===== config.mk =====
export PLATFORM = sky130hd
export DESIGN_NAME = disp_scan_ctrl_flat
export DESIGN_NICKNAME = d
export VERILOG_FILES = /design/src/rtl/disp_scan_ctrl_if.sv /design/src/rtl/disp_scan_ctrl.sv /design/src/flat_wrapper.sv
export SDC_FILE = /design/constraint.sdc
export NUM_CORES = 1
export LEC_CHECK = 0
export ABC_AREA = 1
export CAP_MARGIN = 20
export CORE_UTILIZATION = 40
export CTS_BUF_LIST = sky130_fd_sc_hd__clkbuf_8
export CTS_CLUSTER_DIAMETER = 60
export DETAILED_ROUTE_END_ITERATION = 16
export PLACE_DENSITY_LB_ADDON = 0.25
export SLEW_MARGIN = 10
export SYNTH_ARGS = -nofsm -noshare
export SYNTH_HDL_FRONTEND = slang
export SYNTH_SLANG_ARGS = --single-unit
export TNS_END_PERCENT = 5

===== constraint.sdc =====
create_clock -name clk -period 1.8 [get_ports clk]
set_input_delay 0.27 -clock clk [delete_from_list [all_inputs] [get_ports clk]]
set_output_delay 0.27 -clock clk [all_outputs]
set_load 0.01 [all_outputs]

===== src/rtl/disp_scan_ctrl_if.sv =====
// disp_scan_ctrl_if: write/commit bus and display outputs of the scan controller
interface disp_scan_ctrl_if #(
  parameter int NDIGITS = 4
);
  localparam int IW = $clog2(NDIGITS);
  logic               wr_en;
  logic [IW-1:0]      wr_idx;
  logic [3:0]         wr_data;
  logic               wr_blank;
  logic               commit;
  logic               commit_pending;
  logic [3:0]         seg_num;
  logic [NDIGITS-1:0] digit_en;
  logic               frame_start;
  modport master (
    output wr_en, wr_idx, wr_data, wr_blank, commit,
    input  commit_pending, seg_num, digit_en, frame_start
  );
  modport slave (
    input  wr_en, wr_idx, wr_data, wr_blank, commit,
    output commit_pending, seg_num, digit_en, frame_start
  );
endinterface


===== src/rtl/disp_scan_ctrl.sv =====
// disp_scan_ctrl: seven-segment scan with dark gaps and frame-synchronous commit; DISP_LZ_BLANK_EN adds leading-zero suppression
module disp_scan_ctrl #(
  parameter int NDIGITS = 4,
  parameter int DWELL   = 1000,
  parameter int GAP     = 16
) (
  input  logic           clk,
  input  logic           reset_n,
  disp_scan_ctrl_if.slave bus
);
  localparam int IW   = $clog2(NDIGITS);
  localparam int CMAX = (DWELL > GAP) ? DWELL : GAP;
  localparam int CW   = (CMAX > 1) ? $clog2(CMAX) : 1;
  localparam logic [CW-1:0] DW_END = CW'(DWELL - 1);
  localparam logic [CW-1:0] GP_END = CW'(GAP - 1);
  localparam logic [IW-1:0] LAST   = IW'(NDIGITS - 1);
  typedef enum logic {S_GAP, S_ON} state_t;
  localparam state_t S_FIRST = (GAP == 0) ? S_ON : S_GAP;
  state_t                  state_q, state_d;
  logic [IW-1:0]           idx_q, idx_d;
  logic [CW-1:0]           cnt_q, cnt_d;
  logic [NDIGITS-1:0][4:0] shadow_q, shadow_d, active_q, active_d;
  logic                    pend_q, pend_d;
  logic [3:0]              seg_q, seg_d;
  logic [NDIGITS-1:0]      en_q, en_d;
  logic                    fs_q, fs_d;
  logic                    dwell_end, gap_end, boundary, on, lit;
`ifdef DISP_LZ_BLANK_EN
  logic                    zero_above;
`endif
  // all state and registered outputs
  always_ff @(posedge clk) begin
    if (!reset_n) begin
      state_q  <= S_FIRST;
      idx_q    <= '0;
      cnt_q    <= '0;
      shadow_q <= '0;
      active_q <= '0;
      pend_q   <= 1'b0;
      seg_q    <= '0;
      en_q     <= '0;
      fs_q     <= 1'b0;
    end else begin
      state_q  <= state_d;
      idx_q    <= idx_d;
      cnt_q    <= cnt_d;
      shadow_q <= shadow_d;
      active_q <= active_d;
      pend_q   <= pend_d;
      seg_q    <= seg_d;
      en_q     <= en_d;
      fs_q     <= fs_d;
    end
  end
  // scan sequencing, shadow writes and frame-boundary commit
  always_comb begin
    dwell_end = state_q == S_ON && cnt_q == DW_END;
    gap_end   = state_q == S_GAP && cnt_q == GP_END;
    boundary  = dwell_end && idx_q == LAST;
    state_d   = state_q;
    idx_d     = idx_q;
    cnt_d     = cnt_q + 1'b1;
    if (dwell_end) begin
      state_d = S_FIRST;
      cnt_d   = '0;
      idx_d   = (idx_q == LAST) ? '0 : idx_q + 1'b1;
    end else if (gap_end) begin
      state_d = S_ON;
      cnt_d   = '0;
    end
    shadow_d = shadow_q;
    if (bus.wr_en && 32'(bus.wr_idx) < NDIGITS) shadow_d[bus.wr_idx] = {bus.wr_blank, bus.wr_data};
    active_d = (boundary && (pend_q || bus.commit)) ? shadow_d : active_q;
    pend_d   = !boundary && (pend_q || bus.commit);
  end
  // display drive decoded from the current scan position
  always_comb begin
    on  = state_q == S_ON;
    lit = on && !active_q[idx_q][4];
`ifdef DISP_LZ_BLANK_EN
    zero_above = 1'b1;
    for (int i = NDIGITS - 1; i > 0; i--) begin
      zero_above = zero_above && active_q[i][3:0] == 4'd0;
      if (32'(idx_q) == i && zero_above) lit = 1'b0;
    end
`endif
    en_d  = lit ? NDIGITS'(1) << idx_q : '0;
    seg_d = on ? active_q[idx_q][3:0] : seg_q;
    fs_d  = on && idx_q == '0 && cnt_q == '0;
  end
  assign bus.commit_pending = pend_q;
  assign bus.seg_num        = seg_q;
  assign bus.digit_en       = en_q;
  assign bus.frame_start    = fs_q;
endmodule

===== src/flat_wrapper.sv =====
// flat-port wrapper written by rule: the top's interface ports become plain ports
module disp_scan_ctrl_flat 
#(
  parameter int NDIGITS = 4,
  parameter int DWELL   = 1000,
  parameter int GAP     = 16
)
  (clk, reset_n, bus_wr_en, bus_wr_idx, bus_wr_data, bus_wr_blank, bus_commit, bus_commit_pending, bus_seg_num, bus_digit_en, bus_frame_start);
  disp_scan_ctrl_if #(.NDIGITS(NDIGITS)) bus_i ();
  input  logic clk;
  input  logic reset_n;
  input wire logic [$bits(bus_i.wr_en)-1:0] bus_wr_en;
  input wire logic [$bits(bus_i.wr_idx)-1:0] bus_wr_idx;
  input wire logic [$bits(bus_i.wr_data)-1:0] bus_wr_data;
  input wire logic [$bits(bus_i.wr_blank)-1:0] bus_wr_blank;
  input wire logic [$bits(bus_i.commit)-1:0] bus_commit;
  output wire logic [$bits(bus_i.commit_pending)-1:0] bus_commit_pending;
  output wire logic [$bits(bus_i.seg_num)-1:0] bus_seg_num;
  output wire logic [$bits(bus_i.digit_en)-1:0] bus_digit_en;
  output wire logic [$bits(bus_i.frame_start)-1:0] bus_frame_start;
  assign bus_i.wr_en = bus_wr_en;
  assign bus_i.wr_idx = bus_wr_idx;
  assign bus_i.wr_data = bus_wr_data;
  assign bus_i.wr_blank = bus_wr_blank;
  assign bus_i.commit = bus_commit;
  assign bus_commit_pending = bus_i.commit_pending;
  assign bus_seg_num = bus_i.seg_num;
  assign bus_digit_en = bus_i.digit_en;
  assign bus_frame_start = bus_i.frame_start;
  disp_scan_ctrl #(.NDIGITS(NDIGITS), .DWELL(DWELL), .GAP(GAP)) u_core (.clk(clk), .reset_n(reset_n), .bus(bus_i));
endmodule

==> flow_metrics.py, run 1 <==
metrics = {
    "setup_path": {
        "cp_max_fo": 2,
        "crit_path_end_kind": "output pin",
        "slowest_delay_ps": 540,
        "cp_slowest_cell": "clkdlybuf4s50_1",
        "path_cells": "clkdlybuf4s50_1",
        "path_class": "flip-flop to output pin",
        "crit_buf_inv": 1,
        "start_kind": "flip-flop",
        "critPathRequiredTime_ps": 1530,
        "crit_arrival_ps": 1230,
        "crit_family": "buffers and inverters",
    },
    "pwr": {
        "leakagePower_nw": 1.58,
        "ir_worst_vdd_mv": 0.355,
        "p_total_w": 0.00277,
        "powerDensity_mw_per_mm2": 787,
    },
    "clocking": {
        "cts_buffers": 9,
        "clockRootBuffer": "clkbuf_8",
        "cts_hold_buf": 0,
        "clk_latency_ps": 340,
        "cts_resized": 0,
        "cts.sinks": 63,
        "cts_tree": "done",
        "clockBufferDepth": 2,
        "clkTransAtPathRegs_ps": 70,
        "cts_setup_buffers": 0,
        "cts_max_level": 3,
    },
    "route": {
        "route.detailed.drc": 0,
        "vias_per_cell": 4.56,
        "firstDrtPassIters": 4,
        "detailroute.via_count": 2626,
        "wl_per_cell_um": 11.4,
        "wirelength_um": 6570,
        "drtIter0Drc": 148,
        "ant_nets": 0,
    },
    "floorplanning": {
        "std_cell_rows": 31,
        "placeableCoreArea_sq_mm": 0.00721,
        "die-area_sq_mm": 0.00781,
        "start_util_pct": 41.4,
        "die_h_um": 88.4,
        "ios": 21,
        "die_x_um": 88.4,
    },
    "timing": {
        "slew_headroom_pct": 74.6,
        "fin_crit_sh_pct": 83.2,
        "setup-tns-final_ps": 0,
        "setup_viol": 0,
        "period_minus_slack_ps": 1500,
        "max_freq_mhz": 668,
        "drv_slew": 0,
        "grt_setup_unrepaired": "false",
        "tightest_slew_ps": 378,
        "hold_violations": 0,
        "fin_skew_ps": 6.88,
    },
    "cells_and_area": {
        "drive_gt1_share_pct": 8.60,
        "postLayoutCellArea_sq_mm": 0.00352,
        "area_delta_synth_final_pct": 17.8,
        "fill_cells": 741,
        "antenna_cells": 0,
        "finalNetCount": 487,
    },
    "synthesis": {
        "ys_warn_count": 0,
        "syn_inst": 446,
        "avgSynthCellArea_sq_um": 6.69,
        "ys_seq_area_share_pct": 42.3,
        "ys_ff_latch": 63,
        "netlist-cell-type-count": 27,
        "syn_area_sq_mm": 0.00298,
        "syn_nets": 461,
    },
    "placement": {
        "io_buffers": 20,
        "dp_hpwl_um": 4560,
        "placed_area_sq_mm": 0.00334,
        "gp_congestion": 0.839,
    },
    "global_routing": {
        "grtUsageTotal_pct": 19.1,
        "grt_max_degree": 24,
        "gr-total-overflow": 0,
        "antenna_found_initial": 0,
        "grt_pass1_vias": 2479,
        "grt_pass1_wl_um": 11300,
    },
    "worst_hold_path": {
        "hp-class": "flip-flop to flip-flop",
    },
    "job": {
        "drv_cap": 0,
    },
    "outcome": {
        "status": "completed",
    },
}
[cell usage in the layout, fill, tap and decap left out, types with 3 or more instances in the layout]
cell,n
buf_4,14
clkdlybuf4s50_1,20
nor3_1,4
dfxtp_1,63
a21oi_1,15
nor2_1,64
clkbuf_8,11
ha_1,4
nand3_1,17
xor2_1,3
o211ai_1,4
inv_1,85
nand2_1,114
nand4_1,29
o21ai_0,10
inv_2,3
[path summary, 6_finish.rpt]
check | start | end | slack (ps) | cells past startpoint
hold reg to reg | u_core.bus.commit_pending$_SDFF_PN0_ | u_core.bus.commit_pending$_SDFF_PN0_ | 470 | 2
hold / removal | u_core.bus.commit_pending$_SDFF_PN0_ | u_core.bus.commit_pending$_SDFF_PN0_ | 470 | 2
setup / recovery | u_core.bus.seg_num[2]$_SDFFE_PN0P_ | bus_seg_num[2] | 300 | 1
setup reg to reg | u_core.cnt_q[1]$_SDFF_PP0_ | u_core.active_q[6]$_SDFFE_PN0P_ | 310 | 8
[final cells by class]
cell class,count,area [sq um],share of cell area [%]
Multi-Input combinational cell,276,1290,36.6
Timing Repair Buffer,36,345,9.82
Sequential cell,63,1260,35.9
Tap cell,99,124,3.52
Inverter,86,323,9.18
Clock inverter,5,25.0,0.712
Clock buffer,11,151,4.31
[report_power, final]
group	total (W)	switching [W]	internal, W
logic	0.000215	0.000132	0.0000837
clock network	0.00112	0.000555	0.000560
registers	0.00144	0.0000117	0.00142
total	0.00277	0.000698	0.00207
[sequential cells by signal, indices dropped and copies added, names as in the netlist]
register                   count
u_core.active_q               20
u_core.shadow_q               20
u_core.cnt_q                  10
u_core.bus.digit_en            4
u_core.bus.seg_num             4
u_core.idx_q                   2
u_core.bus.commit_pending      1
u_core.bus.frame_start         1
u_core.on                      1
[cell families after synthesis]
family,share of synthesized area [%]
adders and majority gates,1.68
buffers and inverters,14.6
xor gates and xnor gates,1.47
DFF,42.3
AOI/OAI and AO/OA,5.45
and+or+nand+nor,34.5
[cell usage after synthesis]
master    count  share of area (%)
nand2_1     114                 14
inv_1        83                 10
nor2_1       64                8.1
dfxtp_1      63                 42
nand4_1      29                6.1
nand3_1      17                2.9
a21oi_1      15                2.5
o21ai_0      10                1.7
buf_1         5               0.63
buf_2         5               0.84
clkbuf_1      5               0.63
ha_1          4                1.7
nor3_1        4               0.67
o211ai_1      4                1.0
buf_6         3                1.1
inv_2         3               0.38
xor2_1        3               0.88
clkbuf_2      2               0.34
nand2_2       2               0.42
nand3_2       2               0.67
nor2_2        2               0.42
xnor2_1       2               0.59
a211oi_1      1               0.25
buf_4         1               0.25
nand4_2       1               0.42
nor2_4        1               0.38
nor4_1        1               0.21
[per-layer routing]
metal  global-route usage, %  share of wire, %
met4                    9.38               2.2
met2                    30.8                44
met3                    2.89               3.6
met1                    25.0                50
met5                       0                 0
[per-stage QoR]
step / setup slack (ps) / hold WS, ps / cells / utilization [%]
after floorplan: 456 / 417 / 446 / -
after global routing: 147 / 515 / 576 / 48.7
after CTS: 292 / 468 / 576 / 48.7
final: 303 / 468 / 576 / 48.7
after global placement: 88.3 / 459 / 560 / 46.3
after detailed placement: 73.7 / 458 / 560 / 46.3
Power figures use the tool's default switching activity.
==> inputs of run 2 (changes only) <==
==> constraint.sdc (replaced) <==
create_clock -name clk -period 1.2 [get_ports clk]
set_input_delay 0.18 -clock clk [delete_from_list [all_inputs] [get_ports clk]]
set_output_delay 0.18 -clock clk [all_outputs]
set_load 0.01 [all_outputs]
==> run 2 against run 1 <==
Against the previous run:
- the flow now finishes with violations (setup timing)
- global-route usage up 1.2 points
- first-iteration DRC count up 8.8%
- sequential cell count unchanged
- critical path type is now flip-flop to flip-flop
- clock skew up 5.9 ps
- critical path depth up 7
- die area unchanged
- wire length up 9.9%
- clock power up 72%
==> flow_metrics.py, run 2 (synthesis results as in run 1) <==
metrics = {
    "setup_path": {
        "path_cells": "ha_4, nand2_1, inv_2, nand2_1, nor2_2, nand2_2, nand3_4, nor3_1",
        "cp_max_fo": 10,
        "path_class": "flip-flop to flip-flop",
        "crit_path_end_kind": "flip-flop",
        "reg2reg_depth": 8,
        "crit_arrival_ps": 1550,
        "start_kind": "flip-flop",
        "slowest_delay_ps": 340,
        "endpoint": "u_core.cnt_q[2]$_SDFF_PP0_",
        "r2r_slack_ps": -80,
        "critPathRequiredTime_ps": 1460,
        "cp_slowest_cell": "dfxtp_2",
        "cp_common_cell": "nand2_1",
        "cp-startpoint": "u_core.cnt_q[1]$_SDFF_PP0_",
        "reg2reg_to": "u_core.cnt_q[2]$_SDFF_PP0_",
        "reg2reg_from": "u_core.cnt_q[1]$_SDFF_PP0_",
    },
    "global_routing": {
        "antenna_found_initial": 0,
        "gr-total-overflow": 0,
        "grtUsageTotal_pct": 20.3,
        "grt_max_degree": 24,
        "grt_pass1_vias": 2658,
        "grt_pass1_wl_um": 12100,
    },
    "pwr": {
        "leakagePower_nw": 1.84,
        "powerDensity_mw_per_mm2": 1150,
        "ir_worst_vdd_mv": 0.650,
    },
    "route": {
        "wirelength_um": 7220,
        "route.detailed.drc": 0,
        "vias_per_cell": 4.70,
        "detailroute.via_count": 2867,
        "firstDrtPassIters": 4,
        "ant_nets": 0,
        "drtIter0Drc": 161,
        "wl_per_cell_um": 11.8,
    },
    "cells_and_area": {
        "antenna_cells": 0,
        "reg.largest.list": "u_core.active_q x20, u_core.shadow_q x20, u_core.cnt_q x10",
        "area_delta_synth_final_pct": 31.4,
        "seqCellArea_sq_mm": 0.00127,
        "layout_commonest_cell": "nand2_1",
        "postLayoutCellArea_sq_mm": 0.00392,
        "finalNetCount": 521,
        "mostFrequentLayoutCells": "nand2_1, inv_1, nor2_1, dfxtp_1, buf_4",
        "fill_cells": 740,
        "drive_gt1_share_pct": 19.6,
        "multi_input_area_sq_mm": 0.00136,
        "final_util_pct": 54.4,
    },
    "timing": {
        "fin_crit_sh_pct": 107,
        "max_freq_mhz": 779,
        "slew_headroom_pct": 72.0,
        "hold_violations": 0,
        "drv_slew": 0,
        "worst_slack_ps": -84.4,
        "setup_viol": 32,
        "tightest_slew_ps": 420,
        "fin_skew_ps": 12.8,
        "grt_setup_unrepaired": "true",
        "period_minus_slack_ps": 1280,
        "timing.hold.ws_ps": 407,
    },
    "placement": {
        "dp_hpwl_um": 5040,
        "placed_area_sq_mm": 0.00366,
        "dp_slack_ps": -534,
        "io_buffers": 20,
        "gp_congestion": 0.788,
    },
    "floorplanning": {
        "die_x_um": 88.4,
        "placeableCoreArea_sq_mm": 0.00721,
        "start_util_pct": 41.4,
        "die-area_sq_mm": 0.00781,
        "std_cell_rows": 31,
        "ios": 21,
        "die_h_um": 88.4,
    },
    "outcome": {
        "status": "complete, but fails checks",
        "violations": "setup timing",
    },
    "clocking": {
        "clockBufferDepth": 2,
        "clockRootBuffer": "clkbuf_8",
        "clkTransAtPathRegs_ps": 80,
        "cts_tree": "done",
        "cts_hold_buf": 0,
        "cts_max_level": 3,
        "cts_buffers": 9,
        "cts_setup_buffers": 0,
        "cts.sinks": 63,
        "clk_latency_ps": 350,
    },
    "worst_hold_path": {
        "hp-class": "primary input to flip-flop",
    },
    "job": {
        "drv_cap": 0,
    },
}
run 2: cell count changes in the layout (fill, tap and decap cells not counted), moves of 3 or more:
| cell | change |
|---|---|
| nand2_2 | +4 |
| inv_1 | -7 |
| nand2_1 | -4 |
| buf_12 | +4 |
| clkdlybuf4s50_1 | -13 |
| buf_4 | +29 |
| nor2_1 | -3 |
| dfxtp_2 | +6 |
| dlygate4sd2_1 | +12 |
| dfxtp_1 | -6 |
| inv_2 | +5 |
run 2: worst min-delay path by stage:
stage,cells past startpoint,start,slack (ps),endpoint
after floorplan,2,bus_commit,330,u_core.bus.commit_pending$_SDFF_PN0_
after global placement,2,u_core.bus.commit_pending$_SDFF_PN0_,460,u_core.bus.commit_pending$_SDFF_PN0_
after detailed placement,2,u_core.bus.commit_pending$_SDFF_PN0_,470,u_core.bus.commit_pending$_SDFF_PN0_
after CTS,3,bus_commit,420,u_core.bus.commit_pending$_SDFF_PN0_
after global routing,3,bus_commit,450,u_core.bus.commit_pending$_SDFF_PN0_
final,6,bus_wr_en,410,u_core.shadow_q[9]$_SDFF_PN0_
run 2: layout make-up:
cell class	count	area share, %
Clock buffer	10	3.51
Clock inverter	6	1.75
Inverter	86	8.23
Multi-Input combinational cell	276	34.6
Sequential cell	63	32.4
Tap cell	99	3.16
Timing Repair Buffer	70	16.4
run 2: metrics by stage:
stage	power, W	instances	setup TNS (ps)
floorplan	0.00240	446	-20.7
global placement	0.00260	594	-16210
detailed placement	0.00260	594	-17620
CTS	0.00452	610	-2240
global route	0.00468	610	-4840
finish	0.00449	610	-1590
run 2: layer usage:
layer | vias up | part of all wire (%) | GRT usage (%) | wire length [um]
met5 | - | 0 | 0 | 0
met1 | 1317 | 49 | 27.3 | 3570
met3 | 17 | 2.9 | 3.08 | 210
met4 | 0 | 2.2 | 8.36 | 160
li1 | 1490 | - | - | -
met2 | 43 | 45 | 32.6 | 3280
run 2: power breakdown:
group | switching (W) | internal (W) | total, W
clock network | 0.000906 | 0.00103 | 0.00193
logic | 0.000224 | 0.000184 | 0.000409
registers | 0.0000178 | 0.00214 | 0.00215
run 2: worst max-delay path: cells and delay by family (launching register included):
kind	cells	cell delay, ps
AND/OR/NAND/NOR	6	630
buffers and inverters	1	50
flip-flops	1	340
adder cells (fa/ha/maj)	1	170
run 2: what timing repair did:
item / in CTS / in global routing
setup endpoints to repair: 54 / 48
endpoints found under the hold margin: 0 / 0
pin swaps: 2 / 2
resized for setup: 20 / 16
cloned: 0 / 0
==> inputs of run 3 (changes only) <==
--- a/config.mk
+++ b/config.mk
@@ -12,6 +12,7 @@
 export CTS_CLUSTER_DIAMETER = 60
 export DETAILED_ROUTE_END_ITERATION = 16
 export PLACE_DENSITY_LB_ADDON = 0.25
+export SKIP_LAST_GASP = 1
 export SLEW_MARGIN = 10
 export SYNTH_ARGS = -nofsm -noshare
 export SYNTH_HDL_FRONTEND = slang
==> run 3 against run 2 <==
Against the previous run:
- largest power group unchanged
- via count increased by 0.70%
- fmax decreased by 7.4%
- the flow still finishes with violations (setup timing)
- critical endpoint is now bus_seg_num[0]
- clock-buffer cell count unchanged
- hold slack worse by 6.6 ps
==> flow_metrics.py, run 3 (synthesis results as in run 1) <==
metrics = {
    "placement": {
        "gp_congestion": 0.788,
        "dp_slack_ps": -534,
        "dp_hpwl_um": 5040,
        "io_buffers": 20,
    },
    "cells_and_area": {
        "drive_gt1_share_pct": 18.3,
        "mostFrequentLayoutCells": "nand2_1, inv_1, nor2_1, dfxtp_1, buf_4",
        "final_util_pct": 55.3,
        "fill_cells": 733,
        "area_delta_synth_final_pct": 33.6,
        "finalNetCount": 524,
        "reg.largest.list": "u_core.active_q x20, u_core.shadow_q x20, u_core.cnt_q x10",
        "antenna_cells": 0,
        "layout_commonest_cell": "nand2_1",
    },
    "timing": {
        "hold_violations": 0,
        "setup_viol": 45,
        "grt_setup_unrepaired": "true",
        "max_freq_mhz": 721,
        "slew_headroom_pct": 73.6,
        "fin_crit_sh_pct": 116,
        "worst_slack_ps": -188,
        "fin_skew_ps": 11.0,
        "drv_slew": 0,
        "tightest_slew_ps": 395,
        "period_minus_slack_ps": 1390,
        "timing.hold.ws_ps": 400,
    },
    "route": {
        "detailroute.via_count": 2887,
        "wl_per_cell_um": 11.8,
        "ant_nets": 0,
        "wirelength_um": 7260,
        "drtIter0Drc": 128,
        "firstDrtPassIters": 4,
        "route.detailed.drc": 0,
        "vias_per_cell": 4.71,
    },
    "job": {
        "drv_cap": 0,
    },
    "clocking": {
        "cts_hold_buf": 0,
        "cts_max_level": 3,
        "clk_latency_ps": 350,
        "clockBufferDepth": 2,
        "cts_tree": "done",
        "clkTransAtPathRegs_ps": 80,
        "cts.sinks": 63,
        "clockRootBuffer": "clkbuf_8",
        "cts_buffers": 9,
    },
    "global_routing": {
        "antenna_found_initial": 0,
        "grt_max_degree": 24,
        "gr-total-overflow": 0,
        "grtUsageTotal_pct": 20.3,
        "grt_pass1_wl_um": 12100,
        "grt_pass1_vias": 2640,
    },
    "setup_path": {
        "path_class": "flip-flop to output pin",
        "path_cells": "clkdlybuf4s50_1",
        "start_kind": "flip-flop",
        "cp_max_fo": 2,
        "critPathRequiredTime_ps": 1020,
        "crit_buf_inv": 1,
        "crit_path_end_kind": "output pin",
        "slowest_delay_ps": 530,
        "crit_family": "buffers and inverters",
        "crit_arrival_ps": 1210,
        "cp_slowest_cell": "clkdlybuf4s50_1",
    },
    "floorplanning": {
        "placeableCoreArea_sq_mm": 0.00721,
        "std_cell_rows": 31,
        "ios": 21,
        "die_h_um": 88.4,
        "die_x_um": 88.4,
        "start_util_pct": 41.4,
        "die-area_sq_mm": 0.00781,
    },
    "outcome": {
        "status": "complete, but fails checks",
        "violations": "setup timing",
    },
    "worst_hold_path": {
        "hp-class": "primary input to flip-flop",
    },
    "pwr": {
        "p_total_w": 0.00449,
        "leakagePower_nw": 1.87,
        "powerDensity_mw_per_mm2": 1120,
        "ir_worst_vdd_mv": 0.598,
    },
}
-- run 3: cell types whose count changed in the layout (fill, tap and decap cells not counted), sizes merged --
cell,change
clkbuf,+2
buf,+1
dlymetal6s2s,+2
dlygate4sd2,-10
clkdlybuf4s50,+8
-- run 3: what timing repair did --
item                       in CTS  in global routing
buffers inserted                0                  1
pin swaps                       0                  3
setup endpoints to repair      54                 70
cloned                          0                  2
resized for setup               2                 19
-- run 3: area by class of cell --
cell class / instances / area (sq um) / share of cell area (%)
Clock buffer: 10 / 138 / 3.45
Multi-Input combinational cell: 276 / 1360 / 34.0
Clock inverter: 6 / 68.8 / 1.73
Tap cell: 99 / 124 / 3.11
Sequential cell: 63 / 1270 / 31.8
Inverter: 86 / 323 / 8.10
Timing Repair Buffer: 73 / 713 / 17.9
-- run 3: final timing paths --
kind | from | to | slack [ps] | cells after the start
min | bus_wr_idx[0] | u_core.shadow_q[18]$_SDFF_PN0_ | 400 | 4
max reg2reg | u_core.cnt_q[0]$_SDFF_PP0_ | u_core.active_q[18]$_SDFFE_PN0P_ | -140 | 8
min reg2reg | u_core.bus.seg_num[3]$_SDFFE_PN0P_ | u_core.bus.seg_num[3]$_SDFFE_PN0P_ | 480 | 2
max | u_core.bus.seg_num[0]$_SDFFE_PN0P_ | bus_seg_num[0] | -190 | 1
-- run 3: where the power goes --
group	internal [W]	leakage, nW	switching [W]
registers	0.00214	0.512	0.0000179
logic	0.000189	1.25	0.000222
clock network	0.00103	0.103	0.000894
total	0.00335	1.87	0.00113
-- run 3: through the flow --
step / cells / cell area (sq um) / TNS (ps)
4_1_cts: 610 / 3860 / -5800
3_3_place_gp: 594 / 3660 / -16210
6_report: 613 / 3990 / -4610
3_5_place_dp: 594 / 3660 / -17620
5_1_grt: 613 / 3990 / -9060
2_1_floorplan: 446 / 3010 / -20.7
-- run 3: per-layer routing --
layer / global-route usage, % / vias to the layer above / wire, um
li1: - / 1495 / -
met1: 27.3 / 1326 / 3550
met2: 32.6 / 51 / 3300
met3: 3.08 / 15 / 263
met4: 8.36 / 0 / 144
met5: 0 / - / 0
